### src/rtl/mips_instr_fetch_if.sv
// Byte-wide instruction memory read bus between the fetch unit (master) and memory (slave).
interface mips_instr_fetch_if #(
  parameter int ADDR_W = 8
);
  logic              mem_req_o;
  logic [ADDR_W-1:0] mem_addr_o;
  logic [7:0]        mem_rdata_i;
  logic              mem_ack_i;

  modport master (output mem_req_o, mem_addr_o, input mem_rdata_i, mem_ack_i);
  modport slave  (input mem_req_o, mem_addr_o, output mem_rdata_i, mem_ack_i);
endinterface

### src/rtl/mips_instr_fetch.sv
// Multicycle MIPS fetch: four big-endian byte reads per instruction, PC register and next-PC mux.
// Optional FETCH_TIMEOUT_EN: abort a fetch that waits TIMEOUT_CYC cycles without an ack.
module mips_instr_fetch #(
  parameter int                ADDR_W      = 8,
  parameter logic [ADDR_W-1:0] RESET_PC    = '0,
  parameter int                TIMEOUT_CYC = 16
) (
  input  logic                clk_i,
  input  logic                rst_i,
  input  logic                fetch_en_i,
  input  logic                PCWrite_i,
  input  logic                Branch_i,
  input  logic                zero_i,
  input  logic [1:0]          PCSrc_i,
  input  logic [ADDR_W-1:0]   alu_result_i,
  input  logic [ADDR_W-1:0]   alu_out_i,
  mips_instr_fetch_if.master  mem,
  output logic                busy_o,
  output logic                instr_valid_o,
  output logic [31:0]         instr_o,
  output logic [5:0]          op_o,
  output logic [5:0]          funct_o,
  output logic [4:0]          rs_o,
  output logic [4:0]          rt_o,
  output logic [4:0]          rd_o,
  output logic [15:0]         imm_o,
  output logic [ADDR_W-1:0]   pc_o,
  output logic                fetch_err_o
);

  if (ADDR_W < 8 || ADDR_W > 32 || TIMEOUT_CYC < 1) begin : g_bad_param
    $error("mips_instr_fetch: ADDR_W must be 8..32 and TIMEOUT_CYC >= 1");
  end

  typedef enum logic [1:0] {IDLE, REQ, COMMIT} state_t;

  state_t            state_q;
  logic [ADDR_W-1:0] pc_q, pc_d, base_q, jump_tgt;
  logic [31:0]       instr_q, shadow_q;
  logic [1:0]        idx_q;
  logic              valid_q, pc_we;
  logic [3:0]        pc_hi;

`ifdef FETCH_TIMEOUT_EN
  localparam int CNT_W = $clog2(TIMEOUT_CYC + 1);
  logic [CNT_W-1:0] tmo_q;
  logic             err_q;
`endif

  // Jump target is built as the 32-bit MIPS value, then truncated to the PC width.
  assign pc_hi    = 4'(32'(pc_q) >> 28);
  assign jump_tgt = ADDR_W'({pc_hi, instr_q[25:0], 2'b00});

  always_comb begin
    pc_we = (PCWrite_i | (Branch_i & zero_i)) && (PCSrc_i != 2'b11);
    pc_d  = pc_q;
    case (PCSrc_i)
      2'b00:   pc_d = alu_result_i;
      2'b01:   pc_d = alu_out_i;
      2'b10:   pc_d = jump_tgt;
      default: pc_d = pc_q;
    endcase
  end

  always_ff @(posedge clk_i or posedge rst_i) begin
    if (rst_i) begin
      state_q  <= IDLE;
      pc_q     <= RESET_PC;
      base_q   <= '0;
      instr_q  <= '0;
      shadow_q <= '0;
      idx_q    <= '0;
      valid_q  <= 1'b0;
`ifdef FETCH_TIMEOUT_EN
      tmo_q    <= '0;
      err_q    <= 1'b0;
`endif
    end else begin
      valid_q <= 1'b0;
      // PC updates are independent of the fetch; the fetch addresses from base_q.
      if (pc_we) pc_q <= pc_d;
      case (state_q)
        IDLE: if (fetch_en_i) begin
          base_q  <= pc_q;
          idx_q   <= '0;
          state_q <= REQ;
`ifdef FETCH_TIMEOUT_EN
          tmo_q   <= '0;
`endif
        end
        REQ: if (mem.mem_ack_i) begin
`ifdef FETCH_TIMEOUT_EN
          tmo_q <= '0;
`endif
          if (idx_q == 2'd3) begin
            instr_q <= {shadow_q[31:8], mem.mem_rdata_i};
            valid_q <= 1'b1;
            state_q <= COMMIT;
          end else begin
            shadow_q[{~idx_q, 3'b000} +: 8] <= mem.mem_rdata_i;
            idx_q <= idx_q + 2'd1;
          end
        end
`ifdef FETCH_TIMEOUT_EN
        else if (tmo_q == CNT_W'(TIMEOUT_CYC - 1)) begin
          err_q   <= 1'b1;
          state_q <= IDLE;
        end else begin
          tmo_q <= tmo_q + 1'b1;
        end
`endif
        COMMIT: state_q <= IDLE;
        default: state_q <= IDLE;
      endcase
    end
  end

  assign mem.mem_req_o  = (state_q == REQ);
  assign mem.mem_addr_o = base_q + ADDR_W'(idx_q);
  assign busy_o         = (state_q != IDLE);
  assign instr_valid_o  = valid_q;
  assign instr_o        = instr_q;
  assign op_o           = instr_q[31:26];
  assign rs_o           = instr_q[25:21];
  assign rt_o           = instr_q[20:16];
  assign rd_o           = instr_q[15:11];
  assign funct_o        = instr_q[5:0];
  assign imm_o          = instr_q[15:0];
  assign pc_o           = pc_q;
`ifdef FETCH_TIMEOUT_EN
  assign fetch_err_o    = err_q;
`else
  assign fetch_err_o    = 1'b0;
`endif

endmodule

### src/flat_wrapper.sv
// flat-port wrapper written by rule: the top's interface ports become plain ports
module mips_instr_fetch_flat 
#(
  parameter int                ADDR_W      = 8,
  parameter logic [ADDR_W-1:0] RESET_PC    = '0,
  parameter int                TIMEOUT_CYC = 16
)
  (clk_i, rst_i, fetch_en_i, PCWrite_i, Branch_i, zero_i, PCSrc_i, alu_result_i, alu_out_i, busy_o, instr_valid_o, instr_o, op_o, funct_o, rs_o, rt_o, rd_o, imm_o, pc_o, fetch_err_o, mem_mem_req_o, mem_mem_addr_o, mem_mem_rdata_i, mem_mem_ack_i);
  mips_instr_fetch_if #(.ADDR_W(ADDR_W)) mem_i ();
  input  logic clk_i;
  input  logic rst_i;
  input  logic fetch_en_i;
  input  logic PCWrite_i;
  input  logic Branch_i;
  input  logic zero_i;
  input  logic [1:0] PCSrc_i;
  input  logic [ADDR_W-1:0] alu_result_i;
  input  logic [ADDR_W-1:0] alu_out_i;
  output logic busy_o;
  output logic instr_valid_o;
  output logic [31:0] instr_o;
  output logic [5:0] op_o;
  output logic [5:0] funct_o;
  output logic [4:0] rs_o;
  output logic [4:0] rt_o;
  output logic [4:0] rd_o;
  output logic [15:0] imm_o;
  output logic [ADDR_W-1:0] pc_o;
  output logic fetch_err_o;
  output wire logic [$bits(mem_i.mem_req_o)-1:0] mem_mem_req_o;
  output wire logic [$bits(mem_i.mem_addr_o)-1:0] mem_mem_addr_o;
  input wire logic [$bits(mem_i.mem_rdata_i)-1:0] mem_mem_rdata_i;
  input wire logic [$bits(mem_i.mem_ack_i)-1:0] mem_mem_ack_i;
  assign mem_mem_req_o = mem_i.mem_req_o;
  assign mem_mem_addr_o = mem_i.mem_addr_o;
  assign mem_i.mem_rdata_i = mem_mem_rdata_i;
  assign mem_i.mem_ack_i = mem_mem_ack_i;
  mips_instr_fetch #(.ADDR_W(ADDR_W), .RESET_PC(RESET_PC), .TIMEOUT_CYC(TIMEOUT_CYC)) u_core (.clk_i(clk_i), .rst_i(rst_i), .fetch_en_i(fetch_en_i), .PCWrite_i(PCWrite_i), .Branch_i(Branch_i), .zero_i(zero_i), .PCSrc_i(PCSrc_i), .alu_result_i(alu_result_i), .alu_out_i(alu_out_i), .mem(mem_i), .busy_o(busy_o), .instr_valid_o(instr_valid_o), .instr_o(instr_o), .op_o(op_o), .funct_o(funct_o), .rs_o(rs_o), .rt_o(rt_o), .rd_o(rd_o), .imm_o(imm_o), .pc_o(pc_o), .fetch_err_o(fetch_err_o));
endmodule
### config.mk
export PLATFORM = sky130hd
export DESIGN_NAME = mips_instr_fetch_flat
export DESIGN_NICKNAME = d
export VERILOG_FILES = /design/src/rtl/mips_instr_fetch_if.sv /design/src/rtl/mips_instr_fetch.sv /design/src/flat_wrapper.sv
export SDC_FILE = /design/constraint.sdc
export NUM_CORES = 1
export LEC_CHECK = 0
export CELL_PAD_IN_SITES_DETAIL_PLACEMENT = 0
export CELL_PAD_IN_SITES_GLOBAL_PLACEMENT = 1
export CORE_MARGIN = 1
export CORE_UTILIZATION = 33
export CTS_BUF_LIST = sky130_fd_sc_hd__clkbuf_2 sky130_fd_sc_hd__clkbuf_4 sky130_fd_sc_hd__clkbuf_8
export DETAILED_ROUTE_END_ITERATION = 12
export PLACE_DENSITY = 0.75
export SYNTH_ARGS = -nofsm -noshare
export SYNTH_HDL_FRONTEND = slang
export SYNTH_SLANG_ARGS = --single-unit
### constraint.sdc
create_clock -name clk_i -period 2.1 [get_ports clk_i]
set_clock_uncertainty 0.1 [all_clocks]
set_input_delay 0.21 -clock clk_i [delete_from_list [all_inputs] [get_ports clk_i]]
set_output_delay 0.21 -clock clk_i [all_outputs]
set_load 0.1 [all_outputs]
==> results.sh <==
export IMPL_run_status="finished with violations"
export IMPL_violations="setup timing"
export IMPL_final_critical_path_setup_slack_ns=-0.1347
export IMPL_design_final_nets=463
export IMPL_gp_routability_congestion=0.8078
export IMPL_post_place_instance_area_um2=5004
export IMPL_avgRoutedWirePerCell_um=15.70
export IMPL_drt_drc_violations_left=0
export IMPL_mappedNetlistArea_um2=3880
export IMPL_placement_stage_worst_setup_slack_ns=0.09299
export IMPL_final_core_utilization_pct=46.35
export IMPL_drt_iter0_markers=108
export IMPL_setup_crit_end_kind="output port"
export IMPL_die_ar_um2=12190
export IMPL_cts_sinks=77
export IMPL_synthArstFlopShare_pct=100.0
export IMPL_number_of_nets_in_the_synthesized_netlist=363
export IMPL_yosys_mux_area_fraction_pct=13.93
export IMPL_criticalPathCategory="reg2out"
export IMPL_cts_hold_repair_buffers=0
export IMPL_post_synth_inst_count=319
export IMPL_io_pins=128
export IMPL_timing_final_crit_share_pct=106.4
export IMPL_netlist_cell_type_count=36
export IMPL_min_delay_path_class="in2async"
export IMPL_tritoncts_num_buffers=9
export IMPL_antenna_diode_count=0
export IMPL_netlist_top_cell_by_area="sky130_fd_sc_hd__dfrtp_1"
export IMPL_detailroute_via_count=2746
export IMPL_synth_warning_count=0
export IMPL_die_h_um=110.4
export IMPL_timing_critical_path_arrival_ns=1.92
export IMPL_clock_path_buffers=2
export IMPL_fraction_of_the_mapped_netlist_area_in_adder_cells_pct=3.741
export IMPL_grt_use_total_pct=14.70
export IMPL_ys_top_cells_by_area="sky130_fd_sc_hd__dfrtp_1, sky130_fd_sc_hd__mux2_2, sky130_fd_sc_hd__buf_4"
export IMPL_drv_slew=0
export IMPL_dominant_combinational_cell_family_by_area_after_synthesis="multiplexers"
export IMPL_clk_insertion_delay_late_ns=0.34
export IMPL_place_detailed_hpwl_um=6608
export IMPL_ys_seq_area_share_pct=49.66
export IMPL_initial_core_util_pct=33.98
export IMPL_synth_xor_xnor_area_share_pct=1.354
export IMPL_finalHoldViolCount=0
export IMPL_post_synth_and_or_nand_nor_area_fraction_pct=8.997
export IMPL_syn_mean_instance_area_um2=12.16
export IMPL_clock_tree_from_tritoncts="built"
export IMPL_number_of_antenna_violations_at_the_first_check_in_global_routing=0
export IMPL_placementRows=39
export IMPL_cts_max_level=3
export IMPL_finalWirelength_um=8904
export IMPL_grt_remaining_overflow=0
export IMPL_clockRootBuffer="sky130_fd_sc_hd__clkbuf_8"
export IMPL_grt_pass1_vias=2745
export IMPL_critical_path_startpoint_type="register"
export IMPL_final_cell_area_um2=5293
export IMPL_die_x_um=110.4
export IMPL_ys_seq_elements=77
export IMPL_detail_route_antenna_nets=0
export IMPL_post_synth_edffs=0
export IMPL_critical_path_max_fanout=2
export IMPL_via_cell_ratio=4.843
export IMPL_netlist_area_leader_share_pct=49.66
export IMPL_fmax_mhz=447.5
export IMPL_grt_start_max_net_pins=37
export IMPL_placeableCoreArea_um2=11420
export IMPL_required_time_at_the_endpoint_of_the_critical_path_ns=1.79
export IMPL_area_added_between_synthesis_and_finish_pct=36.41
export IMPL_yosys_cell_count_top_type="sky130_fd_sc_hd__dfrtp_1"
export IMPL_rsz0062_at_grt="yes"
export IMPL_final_min_clock_period_ns=2.235
export IMPL_post_synth_most_frequent_cells="sky130_fd_sc_hd__dfrtp_1, sky130_fd_sc_hd__mux2_2, sky130_fd_sc_hd__buf_4"
export IMPL_grt_pass1_wl_um=14140
export IMPL_post_synthesis_compound_gate_area_fraction_pct=9.771
export IMPL_setup_viol=5
export IMPL_number_of_buffers_inserted_by_port_buffering=126
export IMPL_drt_pass1_iterations=4
export IMPL_drive_gt1_share_pct=53.07
export IMPL_path_clk_slew_ns=0.09
export IMPL_max_cap_viol_count=0
export IMPL_synth_main_ff_cell="sky130_fd_sc_hd__dfrtp_1"
==> layer usage <==
metal | wire length, um | global-route usage [%] | part of all wire [%]
met5 | 0 | 0 | 0
met4 | 80 | 4.800 | 0.90
met3 | 468 | 3.074 | 5.3
met2 | 4374 | 24.55 | 49
met1 | 3979 | 18.99 | 45
==> registers in the layout, indices dropped and copies added, names as in the netlist <==
name                  count
u_core.base_q             8
u_core.idx_q              2
u_core.instr_o           32
u_core.instr_valid_o      1
u_core.pc_o               8
u_core.shadow_q          24
u_core.state_q            2
==> worst max-delay path, cell delays in order (launching register included) <==
cell	delay, ns
sky130_fd_sc_hd__dfrtp_1	0.37
sky130_fd_sc_hd__ha_2	0.19
sky130_fd_sc_hd__inv_2	0.04
sky130_fd_sc_hd__fa_2	0.36
sky130_fd_sc_hd__buf_4	0.15
sky130_fd_sc_hd__buf_6	0.12
sky130_fd_sc_hd__xnor2_4	0.17
sky130_fd_sc_hd__buf_12	0.19
==> what timing repair did <==
item,in CTS,in global routing
hold endpoints to repair,0,0
pin swaps,4,6
resized for setup,2,4
setup endpoints to repair,5,21
setup buffers,4,7
==> cell type report <==
class | count | area [um^2]
multi-input cells | 169 | 1600
well taps | 143 | 178.9
flip-flops and latches | 77 | 1927
repair buffers | 148 | 1345
inverters | 14 | 60.06
clock inverters | 7 | 57.56
clock buffers | 9 | 123.9
fillers | 1046 | 6126
==> logic make-up (layout without fill, tap and decap cells) <==
logic type / after synthesis / in the layout
DFF: 77 / 77
buffers and inverters: 73 / 178
and+or+nand+nor: 57 / 57
muxes: 48 / 48
AOI/OAI and AO/OA: 46 / 46
adders and majority gates: 11 / 11
xor gates and xnor gates: 6 / 6
other: 1 / 1
==> metrics by stage <==
step / cells / hold WS, ns / setup TNS (ns)
floorplan: 319 / 0.2605 / -0.1288
global placement: 540 / 0.3759 / 0
detailed placement: 540 / 0.3792 / 0
CTS: 560 / 0.1003 / -0.6112
global route: 567 / 0.1223 / -1.022
finish: 567 / 0.1104 / -0.5232
==> layout by cell type (no fill, tap or decap), types with 10 or more instances in the layout <==
cell                              Yosys  routed
sky130_fd_sc_hd__inv_1               13      10
sky130_fd_sc_hd__dfrtp_1             77      77
sky130_fd_sc_hd__clkdlybuf4s50_1      0      32
sky130_fd_sc_hd__a21bo_2             24      24
sky130_fd_sc_hd__nand2_1             17      15
sky130_fd_sc_hd__mux2_2              48      48
sky130_fd_sc_hd__nand4_1             26      26
sky130_fd_sc_hd__o21ai_0             10      10
sky130_fd_sc_hd__buf_4               45     103
sky130_fd_sc_hd__buf_12               0      12
==> path summary, 6_finish.rpt <==
path / cells after the start / endpoint / start / slack, ns
min in group clk_i: 1 / u_core.shadow_q[14] / u_core.shadow_q[14] / 0.39
worst min register to register: 1 / u_core.shadow_q[14] / u_core.shadow_q[14] / 0.39
max in group asynchronous: 3 / u_core.pc_o[2] / rst_i / 1.27
worst min-delay path: 2 / u_core.instr_o[13] / rst_i / 0.11
worst max-delay path: 7 / mem_mem_addr_o[2] / u_core.base_q[0] / -0.13
worst max register to register: 6 / u_core.shadow_q[29] / u_core.idx_q[0] / 0.13
Power is left out: the tool's default activity adds up to more than one toggle a clock period on the data nets, which glitch-free logic cannot reach.
